File: src/rtl/lcd_frame_reader_if.sv
// Pixel-path bundle between the SDRAM read FIFO, the frame reader and the LCD.
// master = frame reader side, slave = FIFO/LCD/environment side.
interface lcd_frame_reader_if;
    logic        iEnable;
    logic        iFifo_empty;
    logic [15:0] iRd1_data;
    logic [15:0] iRd2_data;
    logic        oRead;
    logic [7:0]  oLCD_R;
    logic [7:0]  oLCD_G;
    logic [7:0]  oLCD_B;
    logic        oDE;
    logic        oHSync_n;
    logic        oVSync_n;
    logic [15:0] oX_Cont;
    logic [15:0] oY_Cont;
    logic        oFrameStart;
    logic        oUnderflow;

    modport master (
        input  iEnable, iFifo_empty, iRd1_data, iRd2_data,
        output oRead, oLCD_R, oLCD_G, oLCD_B, oDE, oHSync_n, oVSync_n,
               oX_Cont, oY_Cont, oFrameStart, oUnderflow
    );

    modport slave (
        output iEnable, iFifo_empty, iRd1_data, iRd2_data,
        input  oRead, oLCD_R, oLCD_G, oLCD_B, oDE, oHSync_n, oVSync_n,
               oX_Cont, oY_Cont, oFrameStart, oUnderflow
    );
endinterface

File: src/rtl/lcd_frame_reader.sv
// LCD raster generator and read-FIFO unpacker: free-running h/v counters, frame-granular
// enable FSM, and a 2-stage pipeline from counter decode to registered RGB/sync outputs.
module lcd_frame_reader #(
    parameter int unsigned H_ACTIVE = 800,
    parameter int unsigned H_FP     = 40,
    parameter int unsigned H_SYNC   = 48,
    parameter int unsigned H_BP     = 40,
    parameter int unsigned V_ACTIVE = 480,
    parameter int unsigned V_FP     = 13,
    parameter int unsigned V_SYNC   = 3,
    parameter int unsigned V_BP     = 29
) (
    input  logic               iClk,
    input  logic               iRst,
    lcd_frame_reader_if.master lcd
);

    localparam int unsigned H_TOTAL = H_ACTIVE + H_FP + H_SYNC + H_BP;
    localparam int unsigned V_TOTAL = V_ACTIVE + V_FP + V_SYNC + V_BP;

    localparam logic [15:0] H_LAST = 16'(H_TOTAL - 1);
    localparam logic [15:0] V_LAST = 16'(V_TOTAL - 1);
    localparam logic [15:0] H_ACT  = 16'(H_ACTIVE);
    localparam logic [15:0] V_ACT  = 16'(V_ACTIVE);
    localparam logic [15:0] HS_BEG = 16'(H_ACTIVE + H_FP);
    localparam logic [15:0] HS_END = 16'(H_ACTIVE + H_FP + H_SYNC);
    localparam logic [15:0] VS_BEG = 16'(V_ACTIVE + V_FP);
    localparam logic [15:0] VS_END = 16'(V_ACTIVE + V_FP + V_SYNC);

    localparam logic [0:0] ST_IDLE = 1'b0;
    localparam logic [0:0] ST_RUN  = 1'b1;

    logic [15:0] hcnt;
    logic [15:0] vcnt;
    logic [0:0]  state;
    logic [0:0]  state_nxt;

    logic h_wrap;
    logic frame_first;
    logic frame_last;
    logic active;
    logic hs_win;
    logic vs_win;
    logic run_now;
    logic rd_req;

    // Stage 1: read issued last cycle, FIFO data valid now
    logic        rd_d1;
    logic        und_d1;
    logic        fs_d1;
    logic        hs_n_d1;
    logic        vs_n_d1;
    logic [15:0] x_d1;
    logic [15:0] y_d1;
    logic        pix_ok;

    logic unused_bits;
    assign unused_bits = ^{lcd.iRd1_data[15], lcd.iRd1_data[1:0],
                           lcd.iRd2_data[15], lcd.iRd2_data[11:10], lcd.iRd2_data[1:0]};

    always_comb begin
        h_wrap      = (hcnt == H_LAST);
        frame_first = (hcnt == '0) && (vcnt == '0);
        frame_last  = h_wrap && (vcnt == V_LAST);
        active      = (hcnt < H_ACT) && (vcnt < V_ACT);
        hs_win      = (hcnt >= HS_BEG) && (hcnt < HS_END);
        vs_win      = (vcnt >= VS_BEG) && (vcnt < VS_END);
        // The frame that starts while enabled is already read in its (0,0) cycle
        run_now     = (state == ST_RUN) || (frame_first && lcd.iEnable);
        rd_req      = !iRst && run_now && active;
    end

    assign lcd.oRead = rd_req;

    always_ff @(posedge iClk) begin
        if (iRst) begin
            hcnt <= '0;
            vcnt <= '0;
        end else if (h_wrap) begin
            hcnt <= '0;
            vcnt <= (vcnt == V_LAST) ? '0 : vcnt + 16'd1;
        end else begin
            hcnt <= hcnt + 16'd1;
        end
    end

    always_comb begin
        state_nxt = state;
        case (state)
            ST_IDLE: if (frame_first && lcd.iEnable) state_nxt = ST_RUN;
            ST_RUN:  if (frame_last && !lcd.iEnable) state_nxt = ST_IDLE;
            default: state_nxt = ST_IDLE;
        endcase
    end

    always_ff @(posedge iClk) begin
        if (iRst) state <= ST_IDLE;
        else      state <= state_nxt;
    end

    always_ff @(posedge iClk) begin
        if (iRst) begin
            rd_d1   <= 1'b0;
            und_d1  <= 1'b0;
            fs_d1   <= 1'b0;
            hs_n_d1 <= 1'b1;
            vs_n_d1 <= 1'b1;
            x_d1    <= '0;
            y_d1    <= '0;
        end else begin
            rd_d1   <= rd_req;
            und_d1  <= rd_req && lcd.iFifo_empty;
            fs_d1   <= rd_req && frame_first;
            hs_n_d1 <= !hs_win;
            vs_n_d1 <= !vs_win;
            x_d1    <= hcnt;
            y_d1    <= vcnt;
        end
    end

    // A read against an empty FIFO still occupies its pixel slot, shown black
    assign pix_ok = rd_d1 && !und_d1;

    always_ff @(posedge iClk) begin
        if (iRst) begin
            lcd.oLCD_R      <= '0;
            lcd.oLCD_G      <= '0;
            lcd.oLCD_B      <= '0;
            lcd.oDE         <= 1'b0;
            lcd.oHSync_n    <= 1'b1;
            lcd.oVSync_n    <= 1'b1;
            lcd.oX_Cont     <= '0;
            lcd.oY_Cont     <= '0;
            lcd.oFrameStart <= 1'b0;
            lcd.oUnderflow  <= 1'b0;
        end else begin
            lcd.oDE         <= rd_d1;
            lcd.oLCD_R      <= pix_ok ? lcd.iRd1_data[9:2] : '0;
            lcd.oLCD_G      <= pix_ok ? {lcd.iRd1_data[14:10], lcd.iRd2_data[14:12]} : '0;
            lcd.oLCD_B      <= pix_ok ? lcd.iRd2_data[9:2] : '0;
            lcd.oHSync_n    <= hs_n_d1;
            lcd.oVSync_n    <= vs_n_d1;
            lcd.oFrameStart <= fs_d1;
            lcd.oUnderflow  <= lcd.oUnderflow | und_d1;
            if (rd_d1) begin
                lcd.oX_Cont <= x_d1;
                lcd.oY_Cont <= y_d1;
            end
        end
    end

endmodule

File: src/flat_wrapper.sv
// flat-port wrapper written by rule: the top's interface ports become plain ports
module lcd_frame_reader_flat 
#(
    parameter int unsigned H_ACTIVE = 800,
    parameter int unsigned H_FP     = 40,
    parameter int unsigned H_SYNC   = 48,
    parameter int unsigned H_BP     = 40,
    parameter int unsigned V_ACTIVE = 480,
    parameter int unsigned V_FP     = 13,
    parameter int unsigned V_SYNC   = 3,
    parameter int unsigned V_BP     = 29
)
  (iClk, iRst, lcd_iEnable, lcd_iFifo_empty, lcd_iRd1_data, lcd_iRd2_data, lcd_oRead, lcd_oLCD_R, lcd_oLCD_G, lcd_oLCD_B, lcd_oDE, lcd_oHSync_n, lcd_oVSync_n, lcd_oX_Cont, lcd_oY_Cont, lcd_oFrameStart, lcd_oUnderflow);
  lcd_frame_reader_if lcd_i ();
  input  logic iClk;
  input  logic iRst;
  input wire logic [$bits(lcd_i.iEnable)-1:0] lcd_iEnable;
  input wire logic [$bits(lcd_i.iFifo_empty)-1:0] lcd_iFifo_empty;
  input wire logic [$bits(lcd_i.iRd1_data)-1:0] lcd_iRd1_data;
  input wire logic [$bits(lcd_i.iRd2_data)-1:0] lcd_iRd2_data;
  output wire logic [$bits(lcd_i.oRead)-1:0] lcd_oRead;
  output wire logic [$bits(lcd_i.oLCD_R)-1:0] lcd_oLCD_R;
  output wire logic [$bits(lcd_i.oLCD_G)-1:0] lcd_oLCD_G;
  output wire logic [$bits(lcd_i.oLCD_B)-1:0] lcd_oLCD_B;
  output wire logic [$bits(lcd_i.oDE)-1:0] lcd_oDE;
  output wire logic [$bits(lcd_i.oHSync_n)-1:0] lcd_oHSync_n;
  output wire logic [$bits(lcd_i.oVSync_n)-1:0] lcd_oVSync_n;
  output wire logic [$bits(lcd_i.oX_Cont)-1:0] lcd_oX_Cont;
  output wire logic [$bits(lcd_i.oY_Cont)-1:0] lcd_oY_Cont;
  output wire logic [$bits(lcd_i.oFrameStart)-1:0] lcd_oFrameStart;
  output wire logic [$bits(lcd_i.oUnderflow)-1:0] lcd_oUnderflow;
  assign lcd_i.iEnable = lcd_iEnable;
  assign lcd_i.iFifo_empty = lcd_iFifo_empty;
  assign lcd_i.iRd1_data = lcd_iRd1_data;
  assign lcd_i.iRd2_data = lcd_iRd2_data;
  assign lcd_oRead = lcd_i.oRead;
  assign lcd_oLCD_R = lcd_i.oLCD_R;
  assign lcd_oLCD_G = lcd_i.oLCD_G;
  assign lcd_oLCD_B = lcd_i.oLCD_B;
  assign lcd_oDE = lcd_i.oDE;
  assign lcd_oHSync_n = lcd_i.oHSync_n;
  assign lcd_oVSync_n = lcd_i.oVSync_n;
  assign lcd_oX_Cont = lcd_i.oX_Cont;
  assign lcd_oY_Cont = lcd_i.oY_Cont;
  assign lcd_oFrameStart = lcd_i.oFrameStart;
  assign lcd_oUnderflow = lcd_i.oUnderflow;
  lcd_frame_reader #(.H_ACTIVE(H_ACTIVE), .H_FP(H_FP), .H_SYNC(H_SYNC), .H_BP(H_BP), .V_ACTIVE(V_ACTIVE), .V_FP(V_FP), .V_SYNC(V_SYNC), .V_BP(V_BP)) u_core (.iClk(iClk), .iRst(iRst), .lcd(lcd_i));
endmodule
File: config.mk
export PLATFORM = sky130hd
export DESIGN_NAME = lcd_frame_reader_flat
export DESIGN_NICKNAME = d
export VERILOG_FILES = /design/src/rtl/lcd_frame_reader_if.sv /design/src/rtl/lcd_frame_reader.sv /design/src/flat_wrapper.sv
export SDC_FILE = /design/constraint.sdc
export NUM_CORES = 1
export LEC_CHECK = 0
export BUFFER_PORTS_ARGS = -buffer_cell sky130_fd_sc_hd__buf_2
export CAP_MARGIN = 5
export CORE_ASPECT_RATIO = 1.25
export CORE_MARGIN = 5
export CORE_UTILIZATION = 28
export CTS_BUF_LIST = sky130_fd_sc_hd__clkbuf_16
export CTS_CLUSTER_DIAMETER = 120
export DETAILED_ROUTE_END_ITERATION = 8
export PLACE_DENSITY_LB_ADDON = 0.08
export SETUP_SLACK_MARGIN = 0.2
export SLEW_MARGIN = 20
export SYNTH_ARGS = -nofsm -noshare
export SYNTH_HDL_FRONTEND = slang
export SYNTH_SLANG_ARGS = --single-unit
export TNS_END_PERCENT = 50
File: constraint.sdc
create_clock -name iClk -period 3.8 [get_ports iClk]
set_input_delay 0.38 -clock iClk [delete_from_list [all_inputs] [get_ports iClk]]
set_output_delay 0.38 -clock iClk [all_outputs]
set_load 0.02 [all_outputs]
==> metrics.log <==
[metrics] distinct cell type count after synthesis: 43
[metrics] post-route clock skew: 0.008094 ns
[metrics] synthesized area: 4750 µm²
[metrics] clock period minus final worst setup slack: 2.699 ns
[metrics] post-synthesis sequential element count: 131
[metrics] sequential area share after synthesis: 55.22%
[metrics] DP Worst Slack: 1.374 ns
[metrics] most common flop cell mapped by yosys: sky130_fd_sc_hd__dfxtp_1
[metrics] Critical path origin: u_core.hcnt[11]
[metrics] post-CTS resize count: 0
[metrics] wire length of the first global-routing pass: 18.07 mm
[metrics] clock transition time at the flip-flop clock pins of the worst setup and hold paths: 0.05 ns
[metrics] number of cells on the worst reg-to-reg path: 6
[metrics] register-to-register setup slack: 1.36 ns
[metrics] critical path endpoint category: output port
[metrics] maximum number of pins on one net before global-route repair: 36
[metrics] Overflow after GRT: 0
[metrics] setup fix buffers added after clock tree synthesis: 0
[metrics] type of the worst setup path: flop to output port
[metrics] hold path start: lcd_iRd1_data[9]
[metrics] Slew @ Worst Pin: 0.6333 ns
[metrics] number of synthesis warnings: 0
[metrics] cell with the biggest individual delay on the critical path: sky130_fd_sc_hd__nor4_2
[metrics] Max VDD drop: 0.3083 mV
[metrics] worst endpoint required time: 3.42 ns
[metrics] antenna violations before repair: 0
[metrics] Setup TNS Final: 0 ns
[metrics] reg-to-reg endpoint: u_core.state
[metrics] Area Overhead vs Synth: 24.03%
[metrics] placed wire-length estimate: 7.468 mm
[metrics] die area: 19680 µm²
[metrics] clock sinks: 131
[metrics] P_leak: 2.373 nW
[metrics] TritonCTS clock tree: built
[metrics] Layout Nets: 600
[metrics] vias in the first global route: 3442
[metrics] post-synthesis instance total: 476
[metrics] total CTS buffers: 17
[metrics] Ant. Diodes: 0
[metrics] instance area after placement: 5385 µm²
[metrics] DRC violations left: 0
[metrics] RD Place Congestion: 0.7567
[metrics] remaining max-slew budget at the tightest pin: 57.65%
[metrics] total of max-cap violations: 0
[metrics] commonest non-fill, non-tap cells in the layout: 130 x sky130_fd_sc_hd__dfxtp_1, 89 x sky130_fd_sc_hd__buf_2, 70 x sky130_fd_sc_hd__nor2_1
[metrics] share of the clock period used by the worst path: 71.02%
[metrics] Final Cell Area: 5891 µm²
[metrics] R2R Path Start: u_core.vcnt[0]
[metrics] number of I/O pins: 98
[metrics] maximum number of buffers from clock root to sink: 2
[metrics] worst min-delay path endpoint: u_core.lcd.oLCD_R[7]
[metrics] Die Ht: 155.6 µm
[metrics] outcome: finished clean
[metrics] EDFF count, synth: 0
[metrics] count of TritonRoute iterations in the first routing pass: 4
[metrics] ordered cell list for the critical path: nor4_2 -> and4_1 -> o2111ai_1 -> nor2_1 -> buf_2
[metrics] Worst Hold Margin: 0.1670 ns
[metrics] largest incremental delay on the critical path: 0.54 ns
[metrics] DR vias/cell: 4.446
[metrics] global router's overall resource usage: 11.46%
[metrics] share of flip-flops with an asynchronous set or reset after synthesis: 0%
[metrics] Clock Tree Root: sky130_fd_sc_hd__clkbuf_16
[metrics] highest net fanout along the worst path: 5
[metrics] I/O Buffers: 89
[metrics] Hold Path Stages: 2
[metrics] power density over cell area: 496.8 nW/µm²
[metrics] syn_nets: 518
[metrics] share of layout cells above drive strength 1: 23.29%
[metrics] worst path arrival time: 2.32 ns
[metrics] CTS Hold Buffers Added: 0
[metrics] Achievable Freq: 370.5 MHz
[metrics] commonest non-fill, non-tap cell in the layout: sky130_fd_sc_hd__dfxtp_1
[metrics] remaining number of nets flagged by the antenna check after routing: 0
[metrics] Clk Latency, worst-skew pair: 0.42 ns
[metrics] element type at the critical path start: flop
[metrics] final hold violation count: 0
[metrics] H-Tree Level Count: 4
[metrics] number of vias in the routed layout: 3517
[metrics] initial cell density of the core: 28.31%
[metrics] Total Routed Length: 10.94 mm
[metrics] final setup violating endpoints: 0
[metrics] fin. max-slew vios: 0
[metrics] site row count: 53
[metrics] violation count after the first detailed-route iteration: 140
[metrics] average wire per cell in the routed design: 13.82 µm
[metrics] mean instance size in the synthesized netlist: 9.978 µm²
[metrics] post-layout total power: 2.926 mW
[metrics] Die X: 126.5 µm
[metrics] setup slack after layout: 1.101 ns
[metrics] setup repair after global routing missed its margin: false
[metrics] Hold WC Path Type: primary input to flop
[metrics] area of the placeable core: 16780 µm²
-- worst max path at each step --
stage                         endpoint  cells past startpoint  slack (ns)
after floorplan              lcd_oRead                      5        1.79
after global placement       lcd_oRead                      5        1.50
after detailed placement  u_core.state                      6        1.37
after CTS                    lcd_oRead                      5        1.03
after global routing         lcd_oRead                      5        0.93
final                        lcd_oRead                      5        1.10
-- kinds of logic (layout without fill, tap and decap cells) --
| group | count (synthesis) | in the layout | synth area share (%) |
|---|---|---|---|
| AOI/OAI and AO/OA | 40 | 40 | 5.796 |
| xor gates and xnor gates | 12 | 12 | 2.213 |
| adders and majority gates | 6 | 6 | 1.581 |
| buffers and inverters | 46 | 141 | 3.767 |
| DFF | 131 | 131 | 55.22 |
| muxes | 32 | 32 | 6.744 |
| and+or+nand+nor | 209 | 209 | 24.68 |
-- registers in the layout, indices dropped and copies added (netlist names), 8 cells and up --
signal / cells
u_core.x_d1: 16
u_core.hcnt: 16
u_core.y_d1: 16
u_core.lcd.oLCD_B: 8
u_core.lcd.oLCD_R: 8
u_core.lcd.oLCD_G: 8
u_core.lcd.oY_Cont: 16
u_core.lcd.oX_Cont: 16
u_core.vcnt: 16
-- stage by stage --
step | std cells | util (%)
after floorplan | 476 | -
after global placement | 759 | 32.08
after detailed placement | 759 | 32.10
after CTS | 791 | 35.11
after global routing | 791 | 35.11
final | 791 | 35.11
-- power by group --
part | leakage [nW] | internal, mW | switching (mW) | total [mW]
Sequential | 1.06 | 1.39 | 0.0102 | 1.40
Clock | 0.262 | 0.811 | 0.583 | 1.39
Combinational | 1.05 | 0.0498 | 0.0782 | 0.128
Total | 2.37 | 2.25 | 0.671 | 2.93
-- per-layer routing --
metal | share of wire [%] | routed length [µm] | GRT usage [%]
met5 | 0 | 0 | 0
met3 | 6.5 | 709 | 3.527
met2 | 43 | 4661 | 17.08
met1 | 49 | 5371 | 15.09
met4 | 1.8 | 193 | 5.570
-- cell type report --
type | instances | area, µm²
repair buffers | 93 | 475.5
clock buffers | 17 | 425.4
multi-input cells | 299 | 1951
inverters | 16 | 60.06
well taps | 220 | 275.3
fillers | 1709 | 10890
flip-flops and latches | 131 | 2624
clock inverters | 15 | 80.08
-- synth_stat cells (2+ instances only) --
master	number	area, µm²
sky130_fd_sc_hd__a21oi_1	13	65.06
sky130_fd_sc_hd__a32o_1	4	40.04
sky130_fd_sc_hd__a41oi_1	2	17.52
sky130_fd_sc_hd__and2_1	27	168.9
sky130_fd_sc_hd__and3_1	4	25.02
sky130_fd_sc_hd__and4_1	7	61.31
sky130_fd_sc_hd__and4bb_2	2	25.02
sky130_fd_sc_hd__buf_1	4	15.01
sky130_fd_sc_hd__buf_2	5	25.02
sky130_fd_sc_hd__clkbuf_1	21	78.83
sky130_fd_sc_hd__dfxtp_1	131	2623
sky130_fd_sc_hd__ha_1	6	75.07
sky130_fd_sc_hd__inv_1	16	60.06
sky130_fd_sc_hd__mux2i_1	32	320.3
sky130_fd_sc_hd__nand2_1	11	41.29
sky130_fd_sc_hd__nand3_1	17	85.08
sky130_fd_sc_hd__nand4_1	15	93.84
sky130_fd_sc_hd__nand4_4	2	42.54
sky130_fd_sc_hd__nor2_1	70	262.8
sky130_fd_sc_hd__nor2b_1	22	137.6
sky130_fd_sc_hd__nor3_1	6	30.03
sky130_fd_sc_hd__nor3b_1	2	15.01
sky130_fd_sc_hd__nor4_1	6	37.54
sky130_fd_sc_hd__nor4b_1	2	17.52
sky130_fd_sc_hd__o21ai_0	6	30.03
sky130_fd_sc_hd__o31ai_1	4	30.03
sky130_fd_sc_hd__o32ai_1	6	52.55
sky130_fd_sc_hd__or2_2	3	18.77
sky130_fd_sc_hd__or3_1	4	25.02
sky130_fd_sc_hd__or4_1	3	22.52
sky130_fd_sc_hd__xnor2_1	6	52.55
sky130_fd_sc_hd__xor2_1	6	52.55
-- critical path: cells and delay by family, from the launching register on --
family / cells / cell delay, ns
buffers and inverters: 1 / 0.20
flip-flops: 1 / 0.35
AO/OA/AOI/OAI: 1 / 0.23
AND/OR/NAND/NOR: 3 / 1.12
(Power assumes the default switching activity.)
